<file path="src/rtl/ma_window_scheduler.sv">
// Round-robin scheduler that shares one moving-average filter datapath between
// NUM_REQ sample channels, tracks per-channel window fill and services flushes.
module ma_window_scheduler #(
   parameter int NUM_REQ     = 2,
   parameter int WINDOW_SIZE = 4,
   parameter int DATA_W      = 6,
   parameter int CH_W        = 2
) (
   input  logic                      clk,
   input  logic                      rst,
   input  logic [NUM_REQ-1:0]        req_valid,
   input  logic [NUM_REQ*DATA_W-1:0] req_data,
   output logic [NUM_REQ-1:0]        req_ready,
   input  logic [NUM_REQ-1:0]        req_flush,
   output logic                      filt_sample_valid,
   output logic [DATA_W-1:0]         filt_sample,
   output logic [CH_W-1:0]           filt_chan,
   output logic                      filt_clear,
   input  logic [DATA_W-1:0]         filt_result,
   output logic                      res_valid,
   output logic [CH_W-1:0]           res_chan,
   output logic [DATA_W-1:0]         res_data,
   input  logic                      res_ready,
   output logic [NUM_REQ-1:0]        flush_ack
);

   localparam int FILL_W = $clog2(WINDOW_SIZE + 1);
   localparam logic [FILL_W-1:0] FILL_FULL = FILL_W'(WINDOW_SIZE);

   typedef enum logic [2:0] {
      S_IDLE,
      S_CLEAR,
      S_ISSUE,
      S_WAIT,
      S_RESULT
   } state_t;

   state_t                    state_q;
   logic [CH_W-1:0]           ptr_q;
   logic [CH_W-1:0]           ch_q;
   logic [NUM_REQ*FILL_W-1:0] fill_q;
   logic                      filt_sample_valid_q;
   logic [DATA_W-1:0]         filt_sample_q;
   logic [CH_W-1:0]           filt_chan_q;
   logic                      filt_clear_q;
   logic                      res_valid_q;
   logic [CH_W-1:0]           res_chan_q;
   logic [DATA_W-1:0]         res_data_q;
   logic [NUM_REQ-1:0]        flush_ack_q;

   logic                      gnt_found;
   logic [CH_W-1:0]           gnt_idx;
   logic [CH_W-1:0]           fl_idx;
   logic [FILL_W-1:0]         fill_cur;

   assign fill_cur = fill_q[ch_q*FILL_W +: FILL_W];

   // Round-robin: channels above the pointer first, then wrap to the rest.
   always_comb begin
      // NOTE: every combinational output gets a default first so no path leaves it unassigned (no latch).
      gnt_found = 1'b0;
      gnt_idx   = '0;
      fl_idx    = '0;
      for (int i = 0; i < NUM_REQ; i++) begin
         if (!gnt_found && req_valid[i] && (CH_W'(i) > ptr_q)) begin
            gnt_found = 1'b1;
            gnt_idx   = CH_W'(i);
         end
      end
      for (int i = 0; i < NUM_REQ; i++) begin
         if (!gnt_found && req_valid[i] && (CH_W'(i) <= ptr_q)) begin
            gnt_found = 1'b1;
            gnt_idx   = CH_W'(i);
         end
      end
      for (int i = NUM_REQ - 1; i >= 0; i--) begin
         if (req_flush[i]) fl_idx = CH_W'(i);
      end
   end

   // Grant is combinational in IDLE only; a pending flush always wins.
   always_comb begin
      req_ready = '0;
      if (state_q == S_IDLE && !rst && !(|req_flush) && gnt_found)
         req_ready = NUM_REQ'(1) << gnt_idx;
   end

   // NOTE: all state below uses non-blocking assignments so every register samples pre-edge values.
   always_ff @(posedge clk or posedge rst) begin
      if (rst) begin
         state_q             <= S_IDLE;
         ptr_q               <= CH_W'(NUM_REQ - 1);
         ch_q                <= '0;
         // NOTE: the fill counters are reset because they decide when results are released.
         fill_q              <= '0;
         filt_sample_valid_q <= 1'b0;
         filt_sample_q       <= '0;
         filt_chan_q         <= '0;
         filt_clear_q        <= 1'b0;
         res_valid_q         <= 1'b0;
         res_chan_q          <= '0;
         res_data_q          <= '0;
         flush_ack_q         <= '0;
      end else begin
         filt_sample_valid_q <= 1'b0;
         filt_clear_q        <= 1'b0;
         flush_ack_q         <= '0;
         unique case (state_q)
            S_IDLE: begin
               if (|req_flush) begin
                  ch_q         <= fl_idx;
                  filt_chan_q  <= fl_idx;
                  filt_clear_q <= 1'b1;
                  flush_ack_q  <= NUM_REQ'(1) << fl_idx;
                  state_q      <= S_CLEAR;
               end else if (gnt_found) begin
                  ch_q                <= gnt_idx;
                  ptr_q               <= gnt_idx;
                  filt_chan_q         <= gnt_idx;
                  filt_sample_q       <= req_data[gnt_idx*DATA_W +: DATA_W];
                  filt_sample_valid_q <= 1'b1;
                  state_q             <= S_ISSUE;
               end
            end
            S_CLEAR: begin
               fill_q[ch_q*FILL_W +: FILL_W] <= '0;
               filt_chan_q                   <= '0;
               state_q                       <= S_IDLE;
            end
            S_ISSUE: begin
               if (fill_cur != FILL_FULL)
                  fill_q[ch_q*FILL_W +: FILL_W] <= fill_cur + 1'b1;
               filt_sample_q <= '0;
               state_q       <= S_WAIT;
            end
            S_WAIT: begin
               filt_chan_q <= '0;
               if (fill_cur == FILL_FULL) begin
                  res_data_q  <= filt_result;
                  res_chan_q  <= ch_q;
                  res_valid_q <= 1'b1;
                  state_q     <= S_RESULT;
               end else begin
                  state_q <= S_IDLE;
               end
            end
            S_RESULT: begin
               if (res_ready) begin
                  res_valid_q <= 1'b0;
                  state_q     <= S_IDLE;
               end
            end
            default: state_q <= S_IDLE;
         endcase
      end
   end

   assign filt_sample_valid = filt_sample_valid_q;
   assign filt_sample       = filt_sample_q;
   assign filt_chan         = filt_chan_q;
   assign filt_clear        = filt_clear_q;
   assign res_valid         = res_valid_q;
   assign res_chan          = res_chan_q;
   assign res_data          = res_data_q;
   assign flush_ack         = flush_ack_q;

endmodule

</file>
<file path="config.mk">
export PLATFORM = sky130hd
export DESIGN_NAME = ma_window_scheduler
export DESIGN_NICKNAME = d
export VERILOG_FILES = /design/src/rtl/ma_window_scheduler.sv
export SDC_FILE = /design/constraint.sdc
export NUM_CORES = 1
export LEC_CHECK = 0
export CORE_UTILIZATION = 61
export DETAILED_ROUTE_END_ITERATION = 7
export DONT_BUFFER_PORTS = 1
export PLACE_DENSITY_LB_ADDON = 0.05
export SLEW_MARGIN = 25
export SYNTH_ARGS = -nofsm -noshare
export SYNTH_HDL_FRONTEND = slang
export SYNTH_SLANG_ARGS = --single-unit
</file>
<file path="constraint.sdc">
create_clock -name clk -period 2.4 [get_ports clk]
set_input_delay 0.48 -clock clk [delete_from_list [all_inputs] [get_ports clk]]
set_output_delay 0.48 -clock clk [all_outputs]
set_load 0.01 [all_outputs]
</file>
; Word level (Yosys, flattened, before mapping)
; Index checks and enable logic that the tools add are counted.
[totals]
elab_cells = 106
ff_bits = 34
out_inout_bits = 23
inputBits = 25
[classes]
bitwise = 1
n_reduce_logical = 31
n_lt_le_gt_ge = 4
eq_ne = 12
add_sub_neg = 2
mux = 35
shifts = 7
multipliers = 2
[ops]
columns = cell, count
row1 = negator 4 -> 34 bit, 1
row2 = "variable shift 3 x 34 -> 6 bit, first input constant", 1
row3 = indexed part select 3 x 34 -> 6 bit, 1
row4 = "indexed part select 3 x 34 -> 6 bit, first input constant", 1
row5 = one-hot mux 6 bit (2 select lines), 2
row6 = 2-to-1 mux 6 bit, 3
row7 = 2-to-1 mux 2 bit, 8
row8 = 2-to-1 mux 1 bit, 13
row9 = bitwise mux 6 bit, 2
row10 = 2-to-1 mux 3 bit, 4
row11 = one-hot mux 3 bit (4 select lines), 1
row12 = indexed part select 12 x 6 -> 6 bit, 1
row13 = logical AND 1 bit, 10
row14 = "!= test 2 bit, second input constant", 5
row15 = AND reduction 2 bit, 5
row16 = nonzero test 2 bit, 5
row17 = AND reduction 3 bit, 3
row18 = "multiplier 2 x 2 -> 4 bit, second input constant", 2
row19 = "equality test 3 x 2 -> 1 bit, second input constant", 2
row20 = "equality test 3 bit, second input constant", 2
row21 = indexed part select 6 x 5 -> 3 bit, 1
row22 = logical NOT 1 bit, 5
row23 = "greater-than comparator 1 x 2 -> 1 bit, first input constant", 2
row24 = "<= comparator 1 x 2 -> 1 bit, first input constant", 2
row25 = other kinds (10), 12

; Longest topological paths before layout
[depth]
word_depth = 20
depth_mapped = 8
ltp_nobuf = 7

; Least setup slack after synthesis
; Ideal clock, no wire load.
[synth_path]
kind = input to output
startpoint = input port rst
endpoint = output port req_ready[1]
cell_stages = 2
slack_ps = 476
t_required_ps = 1920
arrival_ps = 1444
n_path_buf = 0
path_cell_list = inv_1 > and3_1
[synth_between]
elab_chain_cells = 5
[synth_lines]
columns = item, line
row1 = "start, declared", 10  ; input logic rst,
row2 = logical NOT 1 bit (no line), -
row3 = logical AND 1 bit (3 in series), 84  ; if (state_q == S_IDLE && !rst && !(|req_flush) && gnt_found)
row4 = 2-to-1 mux 2 bit, 84
row5 = "end, declared", 13  ; output logic [NUM_REQ-1:0] req_ready,
; Every way passes these cells.

; Final worst setup path
[layout_path]
startpoint = register state_q[0]
endpoint = output port req_ready[0]
[layout_between]
elab_chain_cells = 5
[layout_lines]
columns = item, line
row1 = "start, declared", 38  ; state_t state_q;
row2 = "start signal, assigned", 91  ; state_q <= S_IDLE;
row3 = "start signal, assigned", 115  ; state_q <= S_CLEAR;
row4 = "start signal, assigned", 122  ; state_q <= S_ISSUE;
row5 = logical NOT 3 bit, 84
row6 = logical AND 1 bit (3 in series), 84
row7 = 2-to-1 mux 2 bit, 84
; Every way passes these cells.

==> results by group <==
Status
  • Status: complete, no violations

STA
  • Final Hold Vio Count: 0
  • RSZ-0062 raised after global routing: no
  • Final Setup Violations: 0
  • Relative slew slack: 58.7%
  • Worst-Margin Slew: 0.614 ns
  • Max Freq: 0.441 GHz
  • Slack of the critical path: 0.134 ns
  • Crit share post-route: 94.4%
  • Fin Clk Skew: 0.00479 ns
  • Final min period: 2.27 ns
  • Setup TNS: 0 ns
  • Final-report max-slew violation count: 0

Route
  • DR DRC count: 0
  • M1 wire length: 1050 um
  • Met3 WL: 155 um
  • First-pass detailed-route iteration total: 4
  • Max Used Layer: met4
  • Initial DRC count: 15
  • Vias post-DR: 983
  • Drt wl/cell: 15.2 um
  • Met2 WL post-DR: 1170 um
  • Final ANT Viol Nets: 0
  • DRT Wirelength: 2440 um
  • DR vias/cell: 6.14

Die
  • I/O Pins: 48
  • Die W: 50.6 um
  • Die Y: 50.6 um
  • Die area: 2560 um2
  • Starting Density: 65.1%
  • Core area: 2210 um2
  • Rows: 17

Final layout
  • Diode count: 0
  • Ratio of cells with drive above 1 in the final layout: 20.5%
  • Seq. cell area: 752 um2
  • Final layout net count: 158
  • Multi-input logic area: 624 um2
  • Fillers: 167
  • Most common cell after layout, fill and taps aside: dfrtp_1
  • Area growth syn-to-layout: 6.34%
  • Most frequent cells in the layout: dfrtp_1, mux2i_1, nor2_1

Clock network
  • Setup repair bufs after CTS: 0
  • Worst-path clk slew: 0.09 ns
  • CTS Buf Count: 5
  • Clock root buffer: clkbuf_4
  • CTS HTree Levels: 2
  • Clk_lat worst skew: 0.32 ns
  • Clock Path Buffers: 2
  • CTS tree: built
  • Clock sink total: 30

Synthesis
  • Area of the mapped netlist: 1440 um2
  • XOR/XNOR Fraction of Synth Area: 0%
  • Post-synth EDFFs: 0
  • Post-Synth Adder-Cell Area: 1.74%
  • Ys flop type: dfrtp_1
  • Main combinational cell family by area after synthesis: compound AO/OA/AOI/OAI gates
  • Synth warn: 0
  • Synth Area in Compound Gates: 16.8%
  • Post-Synth Simple-Gate Area: 12.0%
  • Avg Cell Area, Syn: 11.4 um2
  • Cells after Synth: 126
  • Synth cell types: 37
  • Mux contribution to synthesized area: 11.7%
  • Fraction of registers with async set/reset: 100%
  • Sequential area share after synthesis: 52.2%
  • Register bit total from synthesis: 30

Worst setup path
  • R2R setup slack: 0.49 ns
  • Worst path max stage delay: 0.50 ns
  • Required @ worst endpoint: 1.92 ns
  • Crit-path slowest cell: dfrtp_1
  • Worst Path Max Fanout: 11
  • Crit Path Class: flop to primary output
  • Worst Setup End Kind: primary output
  • Depth of the most critical reg-to-reg path: 5
  • FF-to-FF End: res_data[0]$_DFFE_PP0P_
  • Critical R2R Launch: ch_q[0]$_DFFE_PP0P_
  • Worst-path cell chain: or3_4 > nor3_4 > nor4b_4
  • Startpoint Class: flop
  • CP Data Arrival Time: 1.79 ns

Pwr
  • Logic gate share of total power: 24.8%
  • Pwr Total: 1.36 mW
  • Leak: 0.718 nW
  • Psw: 446 uW
  • Switching Fraction: 32.8%
  • Int Power: 912 uW
  • Pwr dens: 887 nW/um2
  • Worst vdd ir: 0.507 mV
  • Sequential Power Share: 52.7%
  • Clock share of power: 22.5%

Global routing
  • First-pass GRT wire length: 3870 um
  • Vias in the first global route: 901
  • Total Routing Usage GR: 21.3%
  • Initial antenna violation count: 0
  • Congestion Overflow GR: 0
  • Largest net degree at the start of global routing: 31

Hold path
  • Hold Path Class: input port to async pin

Placed design
  • Port bufs: 0
  • Placement Setup Slack: 0.438 ns
  • HPWL after DPL: 1770 um
  • Gpl congestion: 0.831

Job
  • Max Cap Violations: 0
==> kinds of logic (layout without fill, tap and decap cells) <==
logic type / after synthesis / in the layout
compound gates: 33 / 33
flops: 30 / 30
simple gates: 29 / 29
mux: 16 / 16
buf+inv: 15 / 20
fa+ha+maj: 2 / 2
other cells: 1 / 2
==> final cells by class <==
| type | instances | share of cell area [%] |
|---|---|---|
| clock buffers | 7 | 3.59 |
| flip-flops and latches | 30 | 49.1 |
| well taps | 28 | 2.29 |
| repair buffers | 4 | 1.96 |
| clock inverters | 1 | 0.327 |
| inverters | 8 | 1.96 |
| multi-input cells | 82 | 40.8 |
==> state kept, by name, summed over array words and instances (netlist names), 2 cells and up <==
name,flops
fill_q,6
state_q,3
filt_sample,6
flush_ack,2
res_data,6
==> timing repair <==
| action | 4_1_cts | 5_1_grt |
|---|---|---|
| endpoints found under the setup margin | 0 | 1 |
| hold buffers | 0 | 0 |
| gates resized for setup | 0 | 1 |
==> how the worst max path moves through the flow <==
| stage | slack, ns | depth (start not counted) | startpoint | end |
|---|---|---|---|---|
| floorplan | 0.48 | 2 | rst | req_ready[1] |
| global placement | 0.46 | 3 | state_q[0]$_DFFE_PP0P_ | req_ready[0] |
| detailed placement | 0.44 | 3 | state_q[0]$_DFFE_PP0P_ | req_ready[0] |
| CTS | 0.08 | 3 | state_q[0]$_DFFE_PP0P_ | req_ready[0] |
| global route | 0.04 | 3 | state_q[0]$_DFFE_PP0P_ | req_ready[0] |
| finish | 0.13 | 3 | state_q[0]$_DFFE_PP0P_ | req_ready[0] |
==> worst max-delay path, delay by kind of cell (launching register included) <==
family           cells  cell delay (ns)
DFF                  1             0.50
and+or+nand+nor      3             0.96
==> stage by stage <==
step	util [%]	cell area (um2)	hold slack, ns	cells
finish	69.2	1530	0.121	160
global route	69.2	1530	0.137	160
CTS	68.8	1520	0.128	160
detailed placement	66.1	1460	0.482	152
global placement	66.1	1460	0.477	152
floorplan	-	1440	0.465	127
==> power groups by stage <==
stage | Combinational, mW | Sequential, mW | Clock [mW]
6_report | 0.337 | 0.716 | 0.305
5_1_grt | 0.378 | 0.731 | 0.334
4_1_cts | 0.336 | 0.716 | 0.312
3_5_place_dp | 0.337 | 0.724 | 0
3_3_place_gp | 0.326 | 0.724 | 0
2_1_floorplan | 0.289 | 0.697 | 0
==> cell usage after synthesis (2+ instances only) <==
master      n  area, um2
nor2_1      9       33.8
o21ai_0     4       20.0
buf_4       2       15.0
o31ai_1     3       22.5
ha_1        2       25.0
a31oi_1     3       18.8
buf_2       4       20.0
a32o_1      2       20.0
nor2b_1     2       12.5
dfrtp_1    29        726
nand2_1     6       22.5
o2bb2ai_1   6       52.6
a22o_1      2       17.5
nor3_1      3       15.0
mux2i_1     9       90.1
a21oi_1     5       25.0
inv_1       8       30.0
mux2_2      7       78.8
a31o_2      2       17.5
==> per-layer routing <==
layer | up-vias | track usage, %
met2 | 39 | 31.6
met1 | 472 | 25.2
met3 | 7 | 8.79
met4 | 0 | 13.9
li1 | 465 | -
met5 | - | 0
No activity file was read; power rests on OpenSTA's default activity.
